`config.mk`:
```
export PLATFORM = sky130hd
export DESIGN_NAME = serv_mtimer_flat
export DESIGN_NICKNAME = d
export VERILOG_FILES = /design/src/rtl/serv_mtimer_pkg.sv /design/src/rtl/serv_mtimer_if.sv /design/src/rtl/serv_mtimer_prescaler.sv /design/src/rtl/serv_mtimer.sv /design/src/flat_wrapper.sv
export SDC_FILE = /design/constraint.sdc
export NUM_CORES = 1
export LEC_CHECK = 0
export CAP_MARGIN = 20
export CORE_MARGIN = 5
export CORE_UTILIZATION = 64
export DETAILED_ROUTE_END_ITERATION = 10
export GPL_TIMING_DRIVEN = 0
export PLACE_DENSITY = 0.89
export SLEW_MARGIN = 15
export SYNTH_ARGS = -nofsm -noshare
export SYNTH_HDL_FRONTEND = slang
export SYNTH_SLANG_ARGS = --single-unit
```
`constraint.sdc`:
```
create_clock -name i_clk -period 4.8 [get_ports i_clk]
set_clock_uncertainty 0.15 [all_clocks]
set_input_delay 1.2 -clock i_clk [delete_from_list [all_inputs] [get_ports i_clk]]
set_output_delay 1.2 -clock i_clk [all_outputs]
set_load 0.05 [all_outputs]
```
`src/rtl/serv_mtimer_pkg.sv`:
```
// Shared constants for the serv_mtimer machine timer: register word map and reset values.
package serv_mtimer_pkg;

   localparam logic [2:0] MTIME_LO    = 3'd0;
   localparam logic [2:0] MTIME_HI    = 3'd1;
   localparam logic [2:0] MTIMECMP_LO = 3'd2;
   localparam logic [2:0] MTIMECMP_HI = 3'd3;
   localparam logic [2:0] PRESCALE    = 3'd4;

   localparam logic [63:0] MTIMECMP_RST = 64'hFFFF_FFFF_FFFF_FFFF;

endpackage

```
`src/rtl/serv_mtimer_if.sv`:
```
// Wishbone classic slave bus bundle for serv_mtimer (cyc and stb combined).
interface serv_mtimer_if;
   logic        i_wb_cyc;
   logic        i_wb_we;
   logic [2:0]  i_wb_adr;
   logic [31:0] i_wb_dat;
   logic [3:0]  i_wb_sel;
   logic [31:0] o_wb_rdt;
   logic        o_wb_ack;

   modport slave (
      input  i_wb_cyc, i_wb_we, i_wb_adr, i_wb_dat, i_wb_sel,
      output o_wb_rdt, o_wb_ack
   );

   modport master (
      output i_wb_cyc, i_wb_we, i_wb_adr, i_wb_dat, i_wb_sel,
      input  o_wb_rdt, o_wb_ack
   );
endinterface

```
`src/rtl/serv_mtimer_prescaler.sv`:
```
// Tick prescaler for serv_mtimer: 16-bit down-counter, tick on zero, reload from prescale.
// Only instantiated when SERV_MTIMER_PRESCALER_EN is defined.
module serv_mtimer_prescaler #(
   parameter bit RST_REGS = 1'b1
) (
   input  logic        i_clk,
   input  logic        i_rst_n,
   input  logic        i_load,
   input  logic [15:0] i_load_val,
   input  logic [15:0] i_prescale,
   output logic        o_tick
);

   logic [15:0] r_cnt;

   assign o_tick = (r_cnt == 16'd0);

   // A prescale write restarts the period from the freshly written value.
   always_ff @(posedge i_clk) begin
      if (!i_rst_n && RST_REGS) begin
         r_cnt <= 16'd0;
      end else if (i_load) begin
         r_cnt <= i_load_val;
      end else if (o_tick) begin
         r_cnt <= i_prescale;
      end else begin
         r_cnt <= r_cnt - 16'd1;
      end
   end

endmodule

```
`src/rtl/serv_mtimer.sv`:
```
// RISC-V machine timer: 64-bit mtime/mtimecmp on a 32-bit Wishbone slave, level mtip on o_irq.
// Optional tick prescaler (word 4) enabled by defining SERV_MTIMER_PRESCALER_EN.
module serv_mtimer
   import serv_mtimer_pkg::*;
#(
   parameter RESET_STRATEGY = "MINI"
) (
   input  logic           i_clk,
   input  logic           i_rst_n,
   serv_mtimer_if.slave   wb,
   output logic           o_irq
);

   localparam bit RST_REGS = (RESET_STRATEGY != "NONE");

   logic [63:0] r_mtime;
   logic [63:0] r_mtimecmp;
   logic        r_ack;
   logic [31:0] r_rdt;
   logic        r_irq;

   logic        w_acc;
   logic        w_wr;
   logic        w_rd;
   logic        w_tick;
   logic [63:0] w_mtime_inc;
   logic [63:0] w_mtime_nxt;
   logic [63:0] w_mtimecmp_nxt;
   logic [31:0] w_rdata;

   function automatic logic [31:0] f_merge(input logic [31:0] old_val,
                                           input logic [31:0] wdat,
                                           input logic [3:0]  sel,
                                           input logic        en);
      logic [31:0] res;
      res = old_val;
      for (int b = 0; b < 4; b++) begin
         if (en && sel[b]) res[8*b +: 8] = wdat[8*b +: 8];
      end
      return res;
   endfunction

   // Accept only when no ack is outstanding, so a held cyc alternates ack cycles.
   assign w_acc = wb.i_wb_cyc & ~r_ack;
   assign w_wr  = w_acc & wb.i_wb_we;
   assign w_rd  = w_acc & ~wb.i_wb_we;

   assign w_mtime_inc = r_mtime + {63'd0, w_tick};

   assign w_mtime_nxt = {
      f_merge(w_mtime_inc[63:32], wb.i_wb_dat, wb.i_wb_sel, w_wr && (wb.i_wb_adr == MTIME_HI)),
      f_merge(w_mtime_inc[31:0],  wb.i_wb_dat, wb.i_wb_sel, w_wr && (wb.i_wb_adr == MTIME_LO))
   };

   assign w_mtimecmp_nxt = {
      f_merge(r_mtimecmp[63:32], wb.i_wb_dat, wb.i_wb_sel, w_wr && (wb.i_wb_adr == MTIMECMP_HI)),
      f_merge(r_mtimecmp[31:0],  wb.i_wb_dat, wb.i_wb_sel, w_wr && (wb.i_wb_adr == MTIMECMP_LO))
   };

`ifdef SERV_MTIMER_PRESCALER_EN
   logic [15:0] r_prescale;
   logic        w_prescale_wr;
   logic [15:0] w_prescale_nxt;

   assign w_prescale_wr  = w_wr && (wb.i_wb_adr == PRESCALE);
   assign w_prescale_nxt = {wb.i_wb_sel[1] ? wb.i_wb_dat[15:8] : r_prescale[15:8],
                            wb.i_wb_sel[0] ? wb.i_wb_dat[7:0]  : r_prescale[7:0]};

   always_ff @(posedge i_clk) begin
      if (!i_rst_n && RST_REGS) begin
         r_prescale <= 16'd0;
      end else if (w_prescale_wr) begin
         r_prescale <= w_prescale_nxt;
      end
   end

   serv_mtimer_prescaler #(
      .RST_REGS   (RST_REGS)
   ) u_prescaler (
      .i_clk      (i_clk),
      .i_rst_n    (i_rst_n),
      .i_load     (w_prescale_wr),
      .i_load_val (w_prescale_nxt),
      .i_prescale (r_prescale),
      .o_tick     (w_tick)
   );
`else
   assign w_tick = 1'b1;
`endif

   always_comb begin
      w_rdata = 32'd0;
      case (wb.i_wb_adr)
         MTIME_LO:    w_rdata = r_mtime[31:0];
         MTIME_HI:    w_rdata = r_mtime[63:32];
         MTIMECMP_LO: w_rdata = r_mtimecmp[31:0];
         MTIMECMP_HI: w_rdata = r_mtimecmp[63:32];
`ifdef SERV_MTIMER_PRESCALER_EN
         PRESCALE:    w_rdata = {16'd0, r_prescale};
`endif
         default:     w_rdata = 32'd0;
      endcase
   end

   // Timer state may skip reset; bus and irq state always reset.
   always_ff @(posedge i_clk) begin
      if (!i_rst_n && RST_REGS) begin
         r_mtime    <= 64'd0;
         r_mtimecmp <= MTIMECMP_RST;
      end else begin
         r_mtime    <= w_mtime_nxt;
         r_mtimecmp <= w_mtimecmp_nxt;
      end
   end

   always_ff @(posedge i_clk) begin
      if (!i_rst_n) begin
         r_ack <= 1'b0;
         r_rdt <= 32'd0;
         r_irq <= 1'b0;
      end else begin
         r_ack <= w_acc;
         if (w_rd) r_rdt <= w_rdata;
         r_irq <= (r_mtime >= r_mtimecmp);
      end
   end

   assign wb.o_wb_ack = r_ack;
   assign wb.o_wb_rdt = r_rdt;
   assign o_irq       = r_irq;

endmodule
```
`src/flat_wrapper.sv`:
```
// flat-port wrapper written by rule: the top's interface ports become plain ports
module serv_mtimer_flat import serv_mtimer_pkg::*;
#(
   parameter RESET_STRATEGY = "    "
)
  (i_clk, i_rst_n, o_irq, wb_i_wb_cyc, wb_i_wb_we, wb_i_wb_adr, wb_i_wb_dat, wb_i_wb_sel, wb_o_wb_rdt, wb_o_wb_ack);
  serv_mtimer_if wb_i ();
  input  logic i_clk;
  input  logic i_rst_n;
  output logic o_irq;
  input wire logic [$bits(wb_i.i_wb_cyc)-1:0] wb_i_wb_cyc;
  input wire logic [$bits(wb_i.i_wb_we)-1:0] wb_i_wb_we;
  input wire logic [$bits(wb_i.i_wb_adr)-1:0] wb_i_wb_adr;
  input wire logic [$bits(wb_i.i_wb_dat)-1:0] wb_i_wb_dat;
  input wire logic [$bits(wb_i.i_wb_sel)-1:0] wb_i_wb_sel;
  output wire logic [$bits(wb_i.o_wb_rdt)-1:0] wb_o_wb_rdt;
  output wire logic [$bits(wb_i.o_wb_ack)-1:0] wb_o_wb_ack;
  assign wb_i.i_wb_cyc = wb_i_wb_cyc;
  assign wb_i.i_wb_we = wb_i_wb_we;
  assign wb_i.i_wb_adr = wb_i_wb_adr;
  assign wb_i.i_wb_dat = wb_i_wb_dat;
  assign wb_i.i_wb_sel = wb_i_wb_sel;
  assign wb_o_wb_rdt = wb_i.o_wb_rdt;
  assign wb_o_wb_ack = wb_i.o_wb_ack;
  serv_mtimer #(.RESET_STRATEGY(RESET_STRATEGY)) u_core (.i_clk(i_clk), .i_rst_n(i_rst_n), .wb(wb_i), .o_irq(o_irq));
endmodule
```
==> qor.yml, run 1 <==
run_status:
  status: "completed"
logic_synthesis:
  synth.avg_cell_area_um2: 8.04
  yosysUniqueCellTypes: 52
  synthTopCellsByArea: "dfxtp_1 35%, ha_1 8.7%, nand2_1 6.7%, o211ai_1 5.1%, nand3_1 4.8%"
  yosys_warnings: 0
  ys_async_sr_fraction_pct: 0
  synth_ff_type: "dfxtp_1"
  yosys.area.top_type: "dfxtp_1"
  yosys.area.top_type_share_pct: 34.5
  ys_seq_elements: 162
  yosysMostFrequentCell: "nand2_1"
  synthTopCellsByCount: "168 x nand2_1, 162 x dfxtp_1, 90 x nand3_1"
  synthesis.nets: 1276
  netlist_area_um2: 9390
  synthCells: 1168
  ys_seq_area_share_pct: 34.5
  synth-edff-count: 0
clock_network:
  cts_buffer_depth: 2
  cts_buffers: 17
  htree_levels: 4
  cts_setup_buffers: 0
  clkLatencyLatePin_ns: 0.44
  holdBufCountCts: 0
  cts.sinks: 162
  cts.repair.resized: 0
  cts_tree: "yes"
  root_buffer: "clkbuf_16"
  clkTransAtPathRegs_ns: 0.07
finish:
  final_nets: 1369
  drive_gt1_share_pct: 7.06
  multiInputGateArea_um2: 5560
  syn_to_final_growth_pct: 17.2
  nFillCells: 1040
  diodes: 0
  final_util_pct: 76.0
  final-seq-area_um2: 3240
global_route:
  grt_first_pass_wirelength_um: 46900
  grt_max_degree: 17
  met3_usage_pct: 9.59
  antenna_found_initial: 0
  grtUsageMet1_pct: 42.2
  grt_use_met2_pct: 52.5
  grt_pass1_vias: 9116
  busiest_layer: "met2"
  overflow: 0
  grtUsageTotal_pct: 33.6
drt:
  num_vias: 9543
  first_iter_violations: 1183
  wire_per_inst_um: 20.5
  ant_nets: 0
  firstDrtPassIters: 7
  drcViolationCount: 0
  wl_um: 29900
  post_drt_via_cell_ratio: 6.55
die:
  pin_count: 77
  core_um2: 14500
  fp.dieH_um: 131
  dieArea_um2: 17200
  start_util_pct: 64.8
  die_w_um: 131
  rows: 44
min_path:
  hp-class: "reg2reg"
timing:
  post-route-period-util_pct: 79.7
  clock.fmax_mhz: 261
  min_period_ns: 3.82
  hold_violations: 0
  setup_viol_count_final: 0
  timing.hold.ws_ns: 0.333
  tns_ns: 0
  relSlewSlack_pct: 36.3
  drv_slew: 0
  rsz0062_at_grt: "false"
  worst_pin_slew_ns: 0.956
pwr:
  p_per_area_nw_per_um2: 297
  p_sw_share_pct: 25.9
  p_int_w: 0.00242
  power.share.sequential_pct: 42.9
  cellLeakagePower_nw: 4.86
  p_sw_w: 0.000847
  power_frac_comb_pct: 11.3
  finalPower_w: 0.00327
  p_clk_share_pct: 45.8
  vdd_drop_max_mv: 0.264
worst_setup_path:
  worst_setup_path_end_kind: "register"
  path_max_fanout: 10
  start_kind: "input port"
  worstSetupPathType: "in2reg"
  critPathArrivalTime_ns: 3.97
  crit_required_ns: 4.94
placement:
  io_buffers: 74
  gp_congestion: 0.967
  dp_hpwl_um: 21200
job:
  drv_cap: 0
[state kept, by name, summed over array words and instances (netlist names)]
name	count
u_core.o_irq	1
u_core.r_mtime	64
u_core.r_mtimecmp	64
u_core.wb.o_wb_ack	1
u_core.wb.o_wb_rdt	32
[critical path: stages]
cell and delay, ns:
clkdlybuf4s50_1 0.45, buf_2 0.23, nor3_2 0.57, and3_1 0.25, clkbuf_1 0.41, nand2_1 0.26
clkbuf_1 0.31, nor2_1 0.20, a211oi_1 0.08
[per-stage QoR]
step / std cells / setup WS [ns] / instance area [µm²]
after detailed placement: 1426 / 0.707 / 10400
after floorplan: 1168 / 1.92 / 9390
after CTS: 1458 / 1.16 / 11000
after global routing: 1458 / 0.936 / 11000
final: 1458 / 0.976 / 11000
after global placement: 1426 / 0.730 / 10400
[logic make-up after synthesis]
group / Yosys count / synth area share [%]
AND/OR/NAND/NOR: 438 / 23.5
AO/OA/AOI/OAI: 264 / 17.7
flip-flops: 162 / 34.5
buffers and inverters: 148 / 6.21
adder cells (fa/ha/maj): 65 / 8.66
XOR/XNOR: 62 / 5.78
multiplexers: 29 / 3.60
[metal layers]
| layer | part of all wire [%] | wire length [µm] | up-vias |
|---|---|---|---|
| met3 | 12 | 3610 | 139 |
| met5 | 0 | 0 | - |
| met4 | 5.4 | 1610 | 0 |
| li1 | - | - | 4329 |
| met2 | 44 | 13300 | 636 |
| met1 | 38 | 11400 | 4439 |
[worst paths after layout]
path	start	to	slack [ns]	cells after the start
max	wb_i_wb_adr[1]	u_core.r_mtime[6]	0.98	9
min	u_core.r_mtimecmp[54]	u_core.r_mtimecmp[54]	0.33	2
max reg2reg	u_core.r_mtimecmp[63]	u_core.o_irq	1.97	7
min reg2reg	u_core.r_mtimecmp[54]	u_core.r_mtimecmp[54]	0.33	2
[cell usage in the layout, fill, tap and decap left out, types with 3 or more instances in the layout]
cell type	instances
nand2_1	168
dfxtp_1	162
nand3_1	90
o21ai_0	78
inv_1	74
clkdlybuf4s50_1	74
nor2_1	70
ha_1	65
o211ai_1	64
clkbuf_1	58
a21oi_1	52
xnor2_1	34
a22oi_1	31
nand4_1	30
xor2_1	28
mux2_2	28
and3_1	25
a211oi_1	24
clkbuf_16	17
buf_1	8
and2_1	7
and4_1	7
nor3_2	6
nor4_1	6
nor2b_1	4
nand4_2	4
nor3b_1	4
bufinv_16	4
buf_2	3
nor4_4	3
clkbuf_8	3
clkinv_2	3
[area by class of cell]
cell class / count / area share (%)
clock inverters: 12 / 1.61
clock buffers: 20 / 4.24
plain buffers: 74 / 2.77
inverters: 74 / 2.52
flip-flops and latches: 162 / 29.5
well taps: 184 / 2.09
multi-input cells: 858 / 50.6
repair buffers: 74 / 6.73
[power groups by stage]
stage | sequential [W] | clock (W) | combinational [W]
2_1_floorplan | 0.00149 | 0 | 0.000148
3_3_place_gp | 0.00143 | 0 | 0.000349
3_5_place_dp | 0.00143 | 0 | 0.000356
4_1_cts | 0.00140 | 0.00149 | 0.000360
5_1_grt | 0.00140 | 0.00156 | 0.000388
6_report | 0.00140 | 0.00150 | 0.000369
Note: power is estimated with default switching activity, not from simulation.
==> inputs of run 2 (changes only) <==
--- a/config.mk
+++ b/config.mk
@@ -7,10 +7,10 @@
 export LEC_CHECK = 0
 export CAP_MARGIN = 20
 export CORE_MARGIN = 5
-export CORE_UTILIZATION = 64
+export CORE_UTILIZATION = 59
 export DETAILED_ROUTE_END_ITERATION = 10
 export GPL_TIMING_DRIVEN = 0
-export PLACE_DENSITY = 0.89
+export PLACE_DENSITY = 0.83
 export SLEW_MARGIN = 15
 export SYNTH_ARGS = -nofsm -noshare
 export SYNTH_HDL_FRONTEND = slang
==> constraint.sdc (replaced) <==
create_clock -name i_clk -period 3.7 [get_ports i_clk]
set_clock_uncertainty 0.15 [all_clocks]
set_input_delay 0.925 -clock i_clk [delete_from_list [all_inputs] [get_ports i_clk]]
set_output_delay 0.925 -clock i_clk [all_outputs]
set_load 0.05 [all_outputs]
==> run 2 against run 1 <==
Utilization fell by 6.5 points. First-iteration DRC count decreased by 6.9%. Non-clock buffer count unchanged. Critical path depth is the same. Sequential share of layout area rose by 0.10 points. Setup slack got worse by 0.79 ns. Worst hold slack worse by 0.0019 ns. Wire length decreased by 1.4%. Count of clock-buffer cells in the layout fell by 1.
==> qor.yml, run 2 (synthesis results as in run 1) <==
job:
  drv_cap: 0
finish:
  final-seq-area_um2: 3240
  mostFrequentLayoutCells: "168 x nand2_1, 162 x dfxtp_1, 90 x nand3_1, 78 x o21ai_0"
  nFillCells: 1296
  multiInputGateArea_um2: 5560
  final_nets: 1369
  final_common_cell: "nand2_1"
  diodes: 0
  syn_to_final_growth_pct: 16.8
  drive_gt1_share_pct: 6.99
  fin_cells: 1490
worst_setup_path:
  crit_buf_inv: 4
  slowest_delay_ns: 0.51
  r2r_start: "u_core.r_mtime[0]"
  critical_path.cell_chain: "clkdlybuf4s50_1, buf_2, nor3_2, and3_1, clkbuf_1, nand2_1, clkbuf_1, o21ai_0, a21oi_1"
  worst_path_max_delay_cell: "nor3_2"
  critPathArrivalTime_ns: 3.67
  ff2ff_path_depth: 7
  worstSetupPathType: "in2reg"
  cp_top_family: "buffers and inverters"
  start_kind: "input port"
  crit_required_ns: 3.85
  r2r_setup_slack_ns: 0.94
  worst_setup_path_end_kind: "register"
  crit_top_cell: "clkbuf_1"
  r2r-end: "u_core.r_mtime[22]"
  path_max_fanout: 10
  crit_cells: 9
global_route:
  grtUsageTotal_pct: 32.0
  antenna_found_initial: 0
  grt_first_pass_wirelength_um: 46300
  grt_max_degree: 17
  overflow: 0
  grt_pass1_vias: 8936
clock_network:
  cts_tree: "yes"
  cts_setup_buffers: 0
  root_buffer: "clkbuf_16"
  cts_buffers: 17
  cts_buffer_depth: 2
  holdBufCountCts: 0
  clkTransAtPathRegs_ns: 0.07
  clkLatencyLatePin_ns: 0.44
  htree_levels: 4
  cts.repair.resized: 0
  cts.sinks: 162
min_path:
  worstHoldPathCells: 2
  hp-class: "reg2reg"
  min_to: "u_core.r_mtimecmp[48]"
  worstHoldStart: "u_core.r_mtimecmp[48]"
placement:
  place_ws_ns: -0.160
  io_buffers: 74
  numPlacedInstances: 1458
  dp_hpwl_um: 21400
  gp_congestion: 0.953
run_status:
  status: "completed"
pwr:
  cellLeakagePower_nw: 4.82
  vdd_drop_max_mv: 0.333
  p_per_area_nw_per_um2: 367
timing:
  tns_ns: 0
  clock.fmax_mhz: 285
  setup_viol_count_final: 0
  drv_slew: 0
  worst_pin_slew_ns: 0.920
  hold_violations: 0
  timing.hold.ws_ns: 0.331
  post-route-period-util_pct: 95.0
  min_period_ns: 3.51
  relSlewSlack_pct: 37.1
  rsz0062_at_grt: "false"
  finalWorstSetupSlack_ns: 0.186
die:
  fp.dieH_um: 136
  rows: 46
  start_util_pct: 59.5
  die_w_um: 136
  pin_count: 77
  core_um2: 15800
  dieArea_um2: 18500
drt:
  drcViolationCount: 0
  num_vias: 9335
  wire_per_inst_um: 19.8
  firstDrtPassIters: 6
  wl_um: 29500
  first_iter_violations: 1101
  ant_nets: 0
  post_drt_via_cell_ratio: 6.27
==> run 2: worst max path at each step <==
stage | start | endpoint | slack, ns
3_3_place_gp | wb_i_wb_adr[1] | u_core.r_mtime[14] | -0.10
5_1_grt | wb_i_wb_adr[1] | u_core.r_mtime[29] | 0.004
3_5_place_dp | wb_i_wb_adr[1] | u_core.r_mtime[29] | -0.16
4_1_cts | wb_i_wb_adr[1] | u_core.r_mtime[29] | 0.29
2_1_floorplan | wb_i_wb_adr[2] | u_core.r_mtimecmp[56] | 1.09
6_report | wb_i_wb_adr[1] | u_core.r_mtime[29] | 0.19
==> run 2: worst register-to-register path, stage by stage, from the launching register on <==
cell and delay, ns:
dfxtp_1 0.48, ha_1 0.31, nand4_1 0.25, nor2_1 0.68
and4_1 0.35, and3_1 0.18, xnor2_1 0.06, a211oi_1 0.21
==> run 2: final cells by class <==
type	count	area share [%]
multi-input combinational	858	50.7
sequential	162	29.6
timing repair buffer	74	6.75
clock buffer	19	4.04
buffer	74	2.78
inverter	74	2.53
tap	216	2.46
clock inverter	13	1.13
==> run 2: power breakdown <==
part / switching (W) / leakage [nW] / internal (W) / total, W
Sequential: 0.0000339 / 1.32 / 0.00178 / 0.00182
Combinational: 0.000305 / 3.23 / 0.000170 / 0.000474
Clock: 0.000784 / 0.271 / 0.000953 / 0.00174
==> run 2: per-layer routing <==
metal	wire length, µm	share of wire (%)	global-route usage, %	vias to the layer above
met5	0	0	0	-
met1	11900	40	41.6	4318
met3	3160	11	8.14	123
li1	-	-	-	4361
met2	13200	45	50.3	533
met4	1270	4.3	14.4	0
==> run 2: per-stage QoR <==
stage	util (%)	total power, W	instance area [µm²]
after CTS	69.5	0.00401	11000
after floorplan	-	0.00212	9390
after global placement	65.9	0.00231	10400
after detailed placement	65.9	0.00232	10400
after global routing	69.5	0.00414	11000
final	69.5	0.00403	11000
==> inputs of run 3 (changes only) <==
--- a/config.mk
+++ b/config.mk
@@ -6,6 +6,7 @@
 export NUM_CORES = 1
 export LEC_CHECK = 0
 export CAP_MARGIN = 20
+export CORE_ASPECT_RATIO = 0.75
 export CORE_MARGIN = 5
 export CORE_UTILIZATION = 59
 export DETAILED_ROUTE_END_ITERATION = 10
==> run 3 against run 2 <==
Die area up 0.14%. Count of clock-buffer cells in the layout decreased by 2. Flip-flop and latch count did not move. Final area increased by 0.19%. Clock power is 6% higher. Sequential share of layout area fell by 0.057 points. Register-to-register slack lost 0.05 ns. Worst hold slack better by 0.0044 ns. Wire length is 2.6% higher. Critical path type unchanged. Critical endpoint is now u_core.r_mtime[30].
==> qor.yml, run 3 (synthesis results as in run 1) <==
placement:
  io_buffers: 74
  dp_hpwl_um: 21800
  gp_congestion: 0.942
drt:
  num_vias: 9334
  post_drt_via_cell_ratio: 6.29
  drcViolationCount: 0
  first_iter_violations: 1249
  firstDrtPassIters: 7
  ant_nets: 0
  wire_per_inst_um: 20.4
  wl_um: 30300
finish:
  drive_gt1_share_pct: 7.06
  mostFrequentLayoutCells: "168 x nand2_1, 162 x dfxtp_1, 90 x nand3_1, 78 x o21ai_0"
  final_common_cell: "nand2_1"
  final_nets: 1369
  syn_to_final_growth_pct: 17.0
  diodes: 0
worst_setup_path:
  startpoint: "wb_i_wb_adr[1]"
  r2r_start: "u_core.r_mtime[0]"
  crit_required_ns: 3.86
  path_max_fanout: 10
  ff2ff_path_depth: 7
  critPathArrivalTime_ns: 3.72
  start_kind: "input port"
  r2r_setup_slack_ns: 0.89
  r2r-end: "u_core.r_mtime[22]"
  worstSetupPathType: "in2reg"
  cp-endpoint: "u_core.r_mtime[30]"
  worst_setup_path_end_kind: "register"
die:
  start_util_pct: 59.4
  core_um2: 15800
  dieArea_um2: 18600
  fp.dieH_um: 119
  pin_count: 77
  rows: 40
  die_w_um: 156
job:
  drv_cap: 0
timing:
  clock.fmax_mhz: 280
  tns_ns: 0
  drv_slew: 0
  rsz0062_at_grt: "false"
  worst_pin_slew_ns: 1.07
  min_period_ns: 3.57
  post-route-period-util_pct: 96.4
  hold_violations: 0
  relSlewSlack_pct: 26.8
  setup_viol_count_final: 0
min_path:
  hp-class: "reg2reg"
run_status:
  status: "completed"
clock_network:
  clkTransAtPathRegs_ns: 0.07
  cts.repair.resized: 0
  root_buffer: "clkbuf_16"
  cts_setup_buffers: 0
  cts.sinks: 162
  cts_tree: "yes"
  cts_buffer_depth: 2
  htree_levels: 4
  cts_buffers: 17
  clkLatencyLatePin_ns: 0.44
  holdBufCountCts: 0
pwr:
  cellLeakagePower_nw: 4.83
  p_per_area_nw_per_um2: 377
  vdd_drop_max_mv: 0.277
  finalPower_w: 0.00414
global_route:
  grt_max_degree: 17
  grtUsageTotal_pct: 32.3
  overflow: 0
  grt_first_pass_wirelength_um: 47300
  grt_pass1_vias: 8870
  antenna_found_initial: 0
==> run 3: worst min-delay path by stage <==
stage	startpoint	endpoint	slack [ns]	depth (start not counted)
2_1_floorplan	u_core.r_mtimecmp[40]	u_core.r_mtimecmp[40]	0.31	2
3_3_place_gp	u_core.r_mtimecmp[40]	u_core.r_mtimecmp[40]	0.32	2
3_5_place_dp	u_core.r_mtimecmp[42]	u_core.r_mtimecmp[42]	0.33	2
4_1_cts	u_core.r_mtimecmp[42]	u_core.r_mtimecmp[42]	0.34	2
5_1_grt	u_core.r_mtimecmp[36]	u_core.r_mtimecmp[36]	0.35	2
6_report	u_core.r_mtimecmp[42]	u_core.r_mtimecmp[42]	0.34	2
==> run 3: where the power goes <==
| part | switching [W] | internal [W] | total [W] |
|---|---|---|---|
| registers | 0.0000340 | 0.00178 | 0.00182 |
| clock network | 0.000828 | 0.00101 | 0.00184 |
| logic | 0.000308 | 0.000169 | 0.000477 |
==> run 3: per-stage QoR <==
step	setup slack, ns	util (%)	hold WS (ns)	instance area [µm²]	std cells
2_1_floorplan	1.09	-	0.307	9390	1168
3_3_place_gp	-0.116	65.7	0.318	10400	1452
3_5_place_dp	-0.162	65.7	0.326	10400	1452
4_1_cts	0.276	69.5	0.339	11000	1484
5_1_grt	0.0398	69.5	0.351	11000	1484
6_report	0.132	69.5	0.336	11000	1484
==> run 3: area by class of cell <==
| cell class | count | area [µm²] |
|---|---|---|
| inverter | 74 | 278 |
| timing repair buffer | 74 | 741 |
| clock buffer | 17 | 425 |
| clock inverter | 15 | 170 |
| buffer | 74 | 305 |
| multi-input combinational | 858 | 5560 |
| fill | 1344 | 4830 |
| sequential | 162 | 3240 |
| tap | 210 | 263 |
==> run 3: metal layers <==
| layer | wire [µm] | vias to the layer above | GRT usage, % |
|---|---|---|---|
| met5 | 0 | - | 0 |
| met1 | 12600 | 4329 | 43.7 |
| met3 | 3690 | 99 | 10.2 |
| li1 | - | 4346 | - |
| met4 | 1050 | 0 | 13.0 |
| met2 | 12900 | 560 | 47.6 |
==> run 3: critical path: stages <==
cell and delay [ns]:
clkdlybuf4s50_1 0.45, buf_2 0.23, nor3_2 0.52, and3_1 0.25
clkbuf_1 0.44, nand2_1 0.29, clkbuf_1 0.31, o21ai_0 0.24
a21oi_1 0.06
